**src/rtl/ei_tdp_ram_req_ctrl.sv**
```systemverilog
// Request front-end for a true dual-port RAM.
// Two valid/ready request channels (A, B) are registered onto the RAM's two
// port interfaces. Same-address hazards where at least one side writes are
// serialised with a rotating priority token. Read data comes back with a
// response-valid strobe two edges after acceptance.
module ei_tdp_ram_req_ctrl #(
  parameter int DATA_WIDTH = 8,
  parameter int ADDR_WIDTH = 10,
  parameter int CNT_WIDTH  = 16
) (
  input  logic                  clk,
  input  logic                  resetn,
  // channel A
  input  logic                  a_req_valid,
  output logic                  a_req_ready,
  input  logic                  a_req_wr,
  input  logic [ADDR_WIDTH-1:0] a_req_addr,
  input  logic [DATA_WIDTH-1:0] a_req_wdata,
  output logic                  a_rsp_valid,
  output logic [DATA_WIDTH-1:0] a_rsp_data,
  // channel B
  input  logic                  b_req_valid,
  output logic                  b_req_ready,
  input  logic                  b_req_wr,
  input  logic [ADDR_WIDTH-1:0] b_req_addr,
  input  logic [DATA_WIDTH-1:0] b_req_wdata,
  output logic                  b_rsp_valid,
  output logic [DATA_WIDTH-1:0] b_rsp_data,
  // RAM port A
  output logic                  ram_we_a,
  output logic                  ram_re_a,
  output logic [ADDR_WIDTH-1:0] ram_addr_a,
  output logic [DATA_WIDTH-1:0] ram_data_a,
  input  logic [DATA_WIDTH-1:0] ram_q_a,
  // RAM port B
  output logic                  ram_we_b,
  output logic                  ram_re_b,
  output logic [ADDR_WIDTH-1:0] ram_addr_b,
  output logic [DATA_WIDTH-1:0] ram_data_b,
  input  logic [DATA_WIDTH-1:0] ram_q_b,
  // statistics
  output logic [CNT_WIDTH-1:0]  conflict_cnt
);

  localparam logic [0:0] TOK_A = 1'b0;
  localparam logic [0:0] TOK_B = 1'b1;

  localparam logic [CNT_WIDTH-1:0] CNT_ONE = {{(CNT_WIDTH-1){1'b0}}, 1'b1};

  // Saturating increment for the conflict counter.
  function automatic logic [CNT_WIDTH-1:0] sat_inc(input logic [CNT_WIDTH-1:0] v);
    return (&v) ? v : v + CNT_ONE;
  endfunction

  logic [0:0]            tok_q;
  logic [CNT_WIDTH-1:0]  cnt_q;

  logic                  hazard_p0;
  logic                  acc_a_p0;
  logic                  acc_b_p0;

  logic                  we_a_p1;
  logic                  re_a_p1;
  logic [ADDR_WIDTH-1:0] addr_a_p1;
  logic [DATA_WIDTH-1:0] data_a_p1;
  logic                  we_b_p1;
  logic                  re_b_p1;
  logic [ADDR_WIDTH-1:0] addr_b_p1;
  logic [DATA_WIDTH-1:0] data_b_p1;

  logic                  vld_a_p2;
  logic                  vld_b_p2;

  // ---- p0: acceptance and hazard arbitration (combinational) ----
  // Read/read to the same word is harmless; only a write on either side
  // forces serialisation.
  assign hazard_p0   = a_req_valid & b_req_valid & (a_req_addr == b_req_addr)
                     & (a_req_wr | b_req_wr);
  assign a_req_ready = resetn & (~hazard_p0 | (tok_q == TOK_A));
  assign b_req_ready = resetn & (~hazard_p0 | (tok_q == TOK_B));
  assign acc_a_p0    = a_req_valid & a_req_ready;
  assign acc_b_p0    = b_req_valid & b_req_ready;

  // Hand the token to the loser on every hazard edge and count the stall.
  always_ff @(posedge clk or negedge resetn) begin
    if (!resetn) begin
      tok_q <= TOK_A;
      cnt_q <= '0;
    end else if (hazard_p0) begin
      tok_q <= ~tok_q;
      cnt_q <= sat_inc(cnt_q);
    end
  end

  // ---- p1: issue registers driving the RAM ports ----
  // Port A issue: enables last one cycle per accepted request, address/data hold.
  always_ff @(posedge clk or negedge resetn) begin
    if (!resetn) begin
      we_a_p1   <= 1'b0;
      re_a_p1   <= 1'b0;
      addr_a_p1 <= '0;
      data_a_p1 <= '0;
    end else begin
      we_a_p1 <= acc_a_p0 & a_req_wr;
      re_a_p1 <= acc_a_p0 & ~a_req_wr;
      if (acc_a_p0) begin
        addr_a_p1 <= a_req_addr;
        data_a_p1 <= a_req_wdata;
      end
    end
  end

  // Port B issue: enables last one cycle per accepted request, address/data hold.
  always_ff @(posedge clk or negedge resetn) begin
    if (!resetn) begin
      we_b_p1   <= 1'b0;
      re_b_p1   <= 1'b0;
      addr_b_p1 <= '0;
      data_b_p1 <= '0;
    end else begin
      we_b_p1 <= acc_b_p0 & b_req_wr;
      re_b_p1 <= acc_b_p0 & ~b_req_wr;
      if (acc_b_p0) begin
        addr_b_p1 <= b_req_addr;
        data_b_p1 <= b_req_wdata;
      end
    end
  end

  // ---- p2: response strobes, aligned with the RAM's registered read data ----
  // Track the read enables one edge later, matching when ram_q becomes valid.
  always_ff @(posedge clk or negedge resetn) begin
    if (!resetn) begin
      vld_a_p2 <= 1'b0;
      vld_b_p2 <= 1'b0;
    end else begin
      vld_a_p2 <= re_a_p1;
      vld_b_p2 <= re_b_p1;
    end
  end

  assign ram_we_a     = we_a_p1;
  assign ram_re_a     = re_a_p1;
  assign ram_addr_a   = addr_a_p1;
  assign ram_data_a   = data_a_p1;
  assign ram_we_b     = we_b_p1;
  assign ram_re_b     = re_b_p1;
  assign ram_addr_b   = addr_b_p1;
  assign ram_data_b   = data_b_p1;

  assign a_rsp_valid  = vld_a_p2;
  assign a_rsp_data   = ram_q_a;
  assign b_rsp_valid  = vld_b_p2;
  assign b_rsp_data   = ram_q_b;

  assign conflict_cnt = cnt_q;

endmodule

```
**config.mk**
```make
export PLATFORM = sky130hd
export DESIGN_NAME = ei_tdp_ram_req_ctrl
export DESIGN_NICKNAME = d
export VERILOG_FILES = /design/src/rtl/ei_tdp_ram_req_ctrl.sv
export SDC_FILE = /design/constraint.sdc
export NUM_CORES = 1
export LEC_CHECK = 0
export CORE_MARGIN = 10
export CORE_UTILIZATION = 30
export DETAILED_ROUTE_END_ITERATION = 6
export GPL_TIMING_DRIVEN = 0
export HOLD_SLACK_MARGIN = 0.03
export PLACE_DENSITY = 0.74
export SLEW_MARGIN = 20
export SYNTH_ARGS = -nofsm -noshare
export SYNTH_HDL_FRONTEND = slang
export SYNTH_SLANG_ARGS = --single-unit
```
**constraint.sdc**
```tcl
create_clock -name clk -period 1.88 [get_ports clk]
set_input_delay 0.376 -clock clk [delete_from_list [all_inputs] [get_ports clk]]
set_output_delay 0.376 -clock clk [all_outputs]
set_load 0.01 [all_outputs]
```
Word level (Yosys, flattened, before mapping). Index checks and enable logic that the tools add are counted.

Bitwise gates (word level): 19. Reduce and logical (&&, ||, !) cells: 2. Eq/ne operators: 1. $add $sub $neg: 1.

Operator list (number): 16-bit by 1-bit adder with 16-bit output, second input constant (1); 16-bit AND reduction (1); 1-bit bitwise AND (11); 10-bit == test (1); 1-bit NOT (5); 1-bit OR (3); 2-bit AND reduction (1).

Input bits: 58. Register bits: 59. Logic and storage cells: 35.

Logic depth before layout (Yosys ltp).
Depth in word-level cells: 8. Gate-level depth with buffers: 7. Mapped depth without buffers: 6.

Worst setup path after synthesis. Ideal clock, no wire load.

Path kind: input-to-reg. From: input b_req_addr[5]. To: register addr_b_p1[0], in the netlist ram_addr_b[0]. Setup time: 125 ps. Path slack: -310 ps. Arrival time: 2065 ps. Required time: 1755 ps. Stages: 7. Path through: xnor2_1 -> nand2_1 -> or4_4 -> buf_6 -> o211ai_4 -> buf_12 -> mux2_4.

Word-level cells in the longest chain between the ends: 7.

RTL lines: from (decl) (line 25) `input logic [ADDR_WIDTH-1:0] b_req_addr,`; 10-bit == test (line 77) `assign hazard_p0 = a_req_valid & b_req_valid & (a_req_addr == b_req_addr)`; 1-bit bitwise AND (line 77); 1-bit bitwise AND (line 78) `& (a_req_wr | b_req_wr);`; 1-bit NOT (line 80) `assign b_req_ready = resetn & (~hazard_p0 | (tok_q == TOK_B));`; 1-bit OR (line 80); 1-bit bitwise AND (line 80); 1-bit bitwise AND (line 82) `assign acc_b_p0 = b_req_valid & b_req_ready;`; to (signal assigned) (line 124) `addr_b_p1 <= b_req_addr;`; to (decl) (line 68) `logic [ADDR_WIDTH-1:0] addr_b_p1;`.

Every way passes these cells. A chain may end at the register's enable or synchronous reset.

Final worst setup path.
From: input b_req_addr[6]. To: output a_req_ready.

Word-level cells in the longest chain between the ends: 6.

RTL lines: 10-bit == test (line 77); 1-bit bitwise AND (line 77); 1-bit bitwise AND (line 78); 1-bit NOT (line 79) `assign a_req_ready = resetn & (~hazard_p0 | (tok_q == TOK_A));`; 1-bit OR (line 79); 1-bit bitwise AND (line 79); to (decl) (line 15) `output logic a_req_ready,`.

Every way passes these cells.

==> flow_summary.toml <==
[outcome]
status = "finished, violations left"
violations = "setup timing"

[clock_network]
worst_skew_pair.late_latency_ps = 330
cts_buffers = 9
cts_num_sinks = 59
cts_root_buffer = "clkbuf_8"
cts_tree = "built"
clock_path_buffers = 2
clk_pin_slew_ps = 60
htree_levels = 3

[timing]
grt_setup_unrepaired = "true"
period_share_pct = 110
final-hold-violation-count = 0
worst_slack_ps = -184
setup_tns_ps = -5410
setup_viol = 39
worst_pin_slew_ps = 296
period_needed_ps = 2060
maxSlewViolCount = 0
fin_skew_ps = 8.37
fmax_mhz = 484
relSlewSlack_pct = 80.2

[floorplan]
io_pins = 134
die_w_um = 115
die-height_um = 115
die_area_um2 = 13200
coreArea_um2 = 8760
start_util_pct = 30.9
num_rows = 34

[setup_path]
reg2reg_from = "conflict_cnt[1]$_DFFE_PN0P_"
timing.rr.end = "conflict_cnt[8]$_DFFE_PN0P_"
worstPathRequired_ps = 1500
cp-start-kind = "primary input"
crit_path_end_kind = "output pin"
cp_max_fo = 5
path_delay_family = "simple AND/OR/NAND/NOR gates"
slowest_stage = "or4_4"
r2r_cells = 8
crit_chain = "buf_2 > xnor2_2 > nand2_1 > or4_4 > o21a_1 > buf_6"
arrival_ps = 1690
cp_slowest_stage_delay_ps = 580
crit_type = "in -> out"
cp.buffers_inverters = 2
r2r_slack_ps = 80

[global_routing]
grt_pass1_vias = 2305
grt-ovfl-total = 0
antenna_found_initial = 0
grt_max_degree = 35
grt_pass1_wl_um = 12600
grt_use_total_pct = 12.0

[routing]
wl_um = 8190
viasPerCell = 4.60
first_iter_violations = 70
wl_per_cell_um = 17.8
firstDrtPassIters = 4
num_vias = 2115
ant_nets = 0
route.detailed.drc = 0

[power_and_ir_drop]
ir_drop_mv = 0.462
leakage_uw = 0.00217
power_uw = 3590
power_density_nw_per_um2 = 767

[synthesis]
yosysUniqueCellTypes = 27
syn-num-nets = 254
synth_top_area_cell = "dfrtp_1"
synth_area_leaders = "dfrtp_1, mux2_4, mux2_2"
netlist_instances = 195
synth-edff-count = 0
ys_ff_latch = 59
synthArstFlopShare_pct = 100
ys_warn_count = 0
seq_area_frac_synth_pct = 54.6
synthFlopType = "dfrtp_1"
syn_avg_cell_area_um2 = 13.9
netlist_area_um2 = 2710
netlist.area_leader.share_pct = 54.6

[flow_run]
max_cap_violations = 0

[hold_path]
whs_endpoint = "ram_re_b$_DFF_PN0_"
hold_path_class = "in -> reg"
hold_depth = 2
hold_start = "b_req_wr"

[final_layout]
diodes = 0
fillers = 737
multiInputGateArea_um2 = 1260
drive_above_1_share_pct = 42.6
area_growth_pct = 73.0
regArea_um2 = 1480
stdcell_area_um2 = 4680
fin_nets = 407
final_util_pct = 53.4

[place]
gp_congestion = 0.765
post-place-ws_ps = -1130
port_buffers = 117
dp_hpwl_um = 5970
placed_area_um2 = 4090
-- placed cells by master (no fill, tap or decap), types with 2 or more instances in the layout --
cell type         n
and3_1            6
buf_12            7
buf_2            13
buf_4            33
buf_6            16
bufinv_16         2
clkbuf_8         10
clkdlybuf4s50_1  90
clkinv_2          2
dfrtp_1          57
dfrtp_2           2
inv_1             3
mux2_2           11
mux2_4           28
nand2_1           7
nand3_1           6
nand3_2           2
nand4_1          10
nor2_1            2
nor4_4            2
o211ai_4          2
o21a_1            2
xnor2_1          12
xnor2_2           7
xnor2_4           3
-- state kept, by name, summed over array words and instances (netlist names) --
register and flops:
conflict_cnt 16, ram_addr_b 10, ram_we_a 1, tok_q 1, ram_addr_a 10, ram_data_a 8
ram_re_b 1, ram_data_b 8, ram_re_a 1, ram_we_b 1, a_rsp_valid 1, b_rsp_valid 1
-- synth_stat cells, drive strengths merged, types with 2 or more instances --
master	instances
o21a	2
mux2	39
buf	19
nand2	7
dfrtp	59
and3	7
nand4	10
nor3	2
nand3	8
inv	3
nor2	3
xnor2	22
o211ai	2
nor4	3
-- report_power, final --
group          total, uW  switching, uW  internal (uW)
sequential          1450           64.7           1390
combinational        853            292            561
clock               1280            512            770
-- layout make-up --
cell class | instances | share of cell area, %
sequential | 59 | 31.6
timing repair buffer | 143 | 30.3
multi-input combinational | 113 | 26.8
buffer | 19 | 3.58
clock buffer | 10 | 2.94
tap | 108 | 2.89
clock inverter | 5 | 1.66
inverter | 3 | 0.241
-- worst max path at each step --
stage                             start                        end  slack [ps]  cells past startpoint
after global placement           resetn  ram_data_a[5]$_DFFE_PN0P_       -2620                      4
after CTS                 a_req_addr[7]                a_req_ready        -200                      6
after global routing      b_req_addr[7]                a_req_ready        -250                      6
after detailed placement    b_req_valid  ram_addr_b[6]$_DFFE_PN0P_       -1130                      8
after floorplan                b_req_wr  ram_addr_b[0]$_DFFE_PN0P_        -300                      7
final                     b_req_addr[6]                a_req_ready        -180                      6
-- per-layer routing --
metal	GRT usage, %	part of all wire, %	wire length, um	vias up
li1	-	-	-	974
met1	13.1	39	3160	1045
met2	20.2	50	4090	85
met3	5.73	10	833	11
met4	4.13	1.2	99	0
met5	0	0	0	-
-- metrics by stage --
step / hold slack [ps] / std cells
finish: 222 / 460
global route: 201 / 460
CTS: 199 / 455
detailed placement: 361 / 421
global placement: 358 / 420
floorplan: 80.4 / 195
-- cell families (layout without fill, tap and decap cells) --
logic type	after synthesis	count (layout)	share of synthesized area, %
xor+xnor	23	23	7.45
mux	40	40	19.1
fa+ha+maj	1	1	0.462
compound gates	6	6	2.73
flops	59	59	54.6
buf+inv	23	180	6.89
simple gates	43	43	8.79
-- what timing repair did --
| action | CTS | global route |
|---|---|---|
| hold endpoints to repair | 34 | 0 |
| hold buffers | 2 | 0 |
| gates resized for setup | 124 | 38 |
| pin swaps | 20 | 15 |
| setup endpoints to repair | 58 | 53 |
| buffers inserted | 18 | 4 |
| gates cloned | 0 | 1 |
-- worst register-to-register path, delay by kind of cell (launching register included) --
family / cells / cell delay (ps)
XOR/XNOR: 1 / 140
adder cells (fa/ha/maj): 1 / 220
flip-flops: 1 / 430
buffers and inverters: 2 / 330
AND/OR/NAND/NOR: 4 / 560
(Power assumes the default switching activity.)
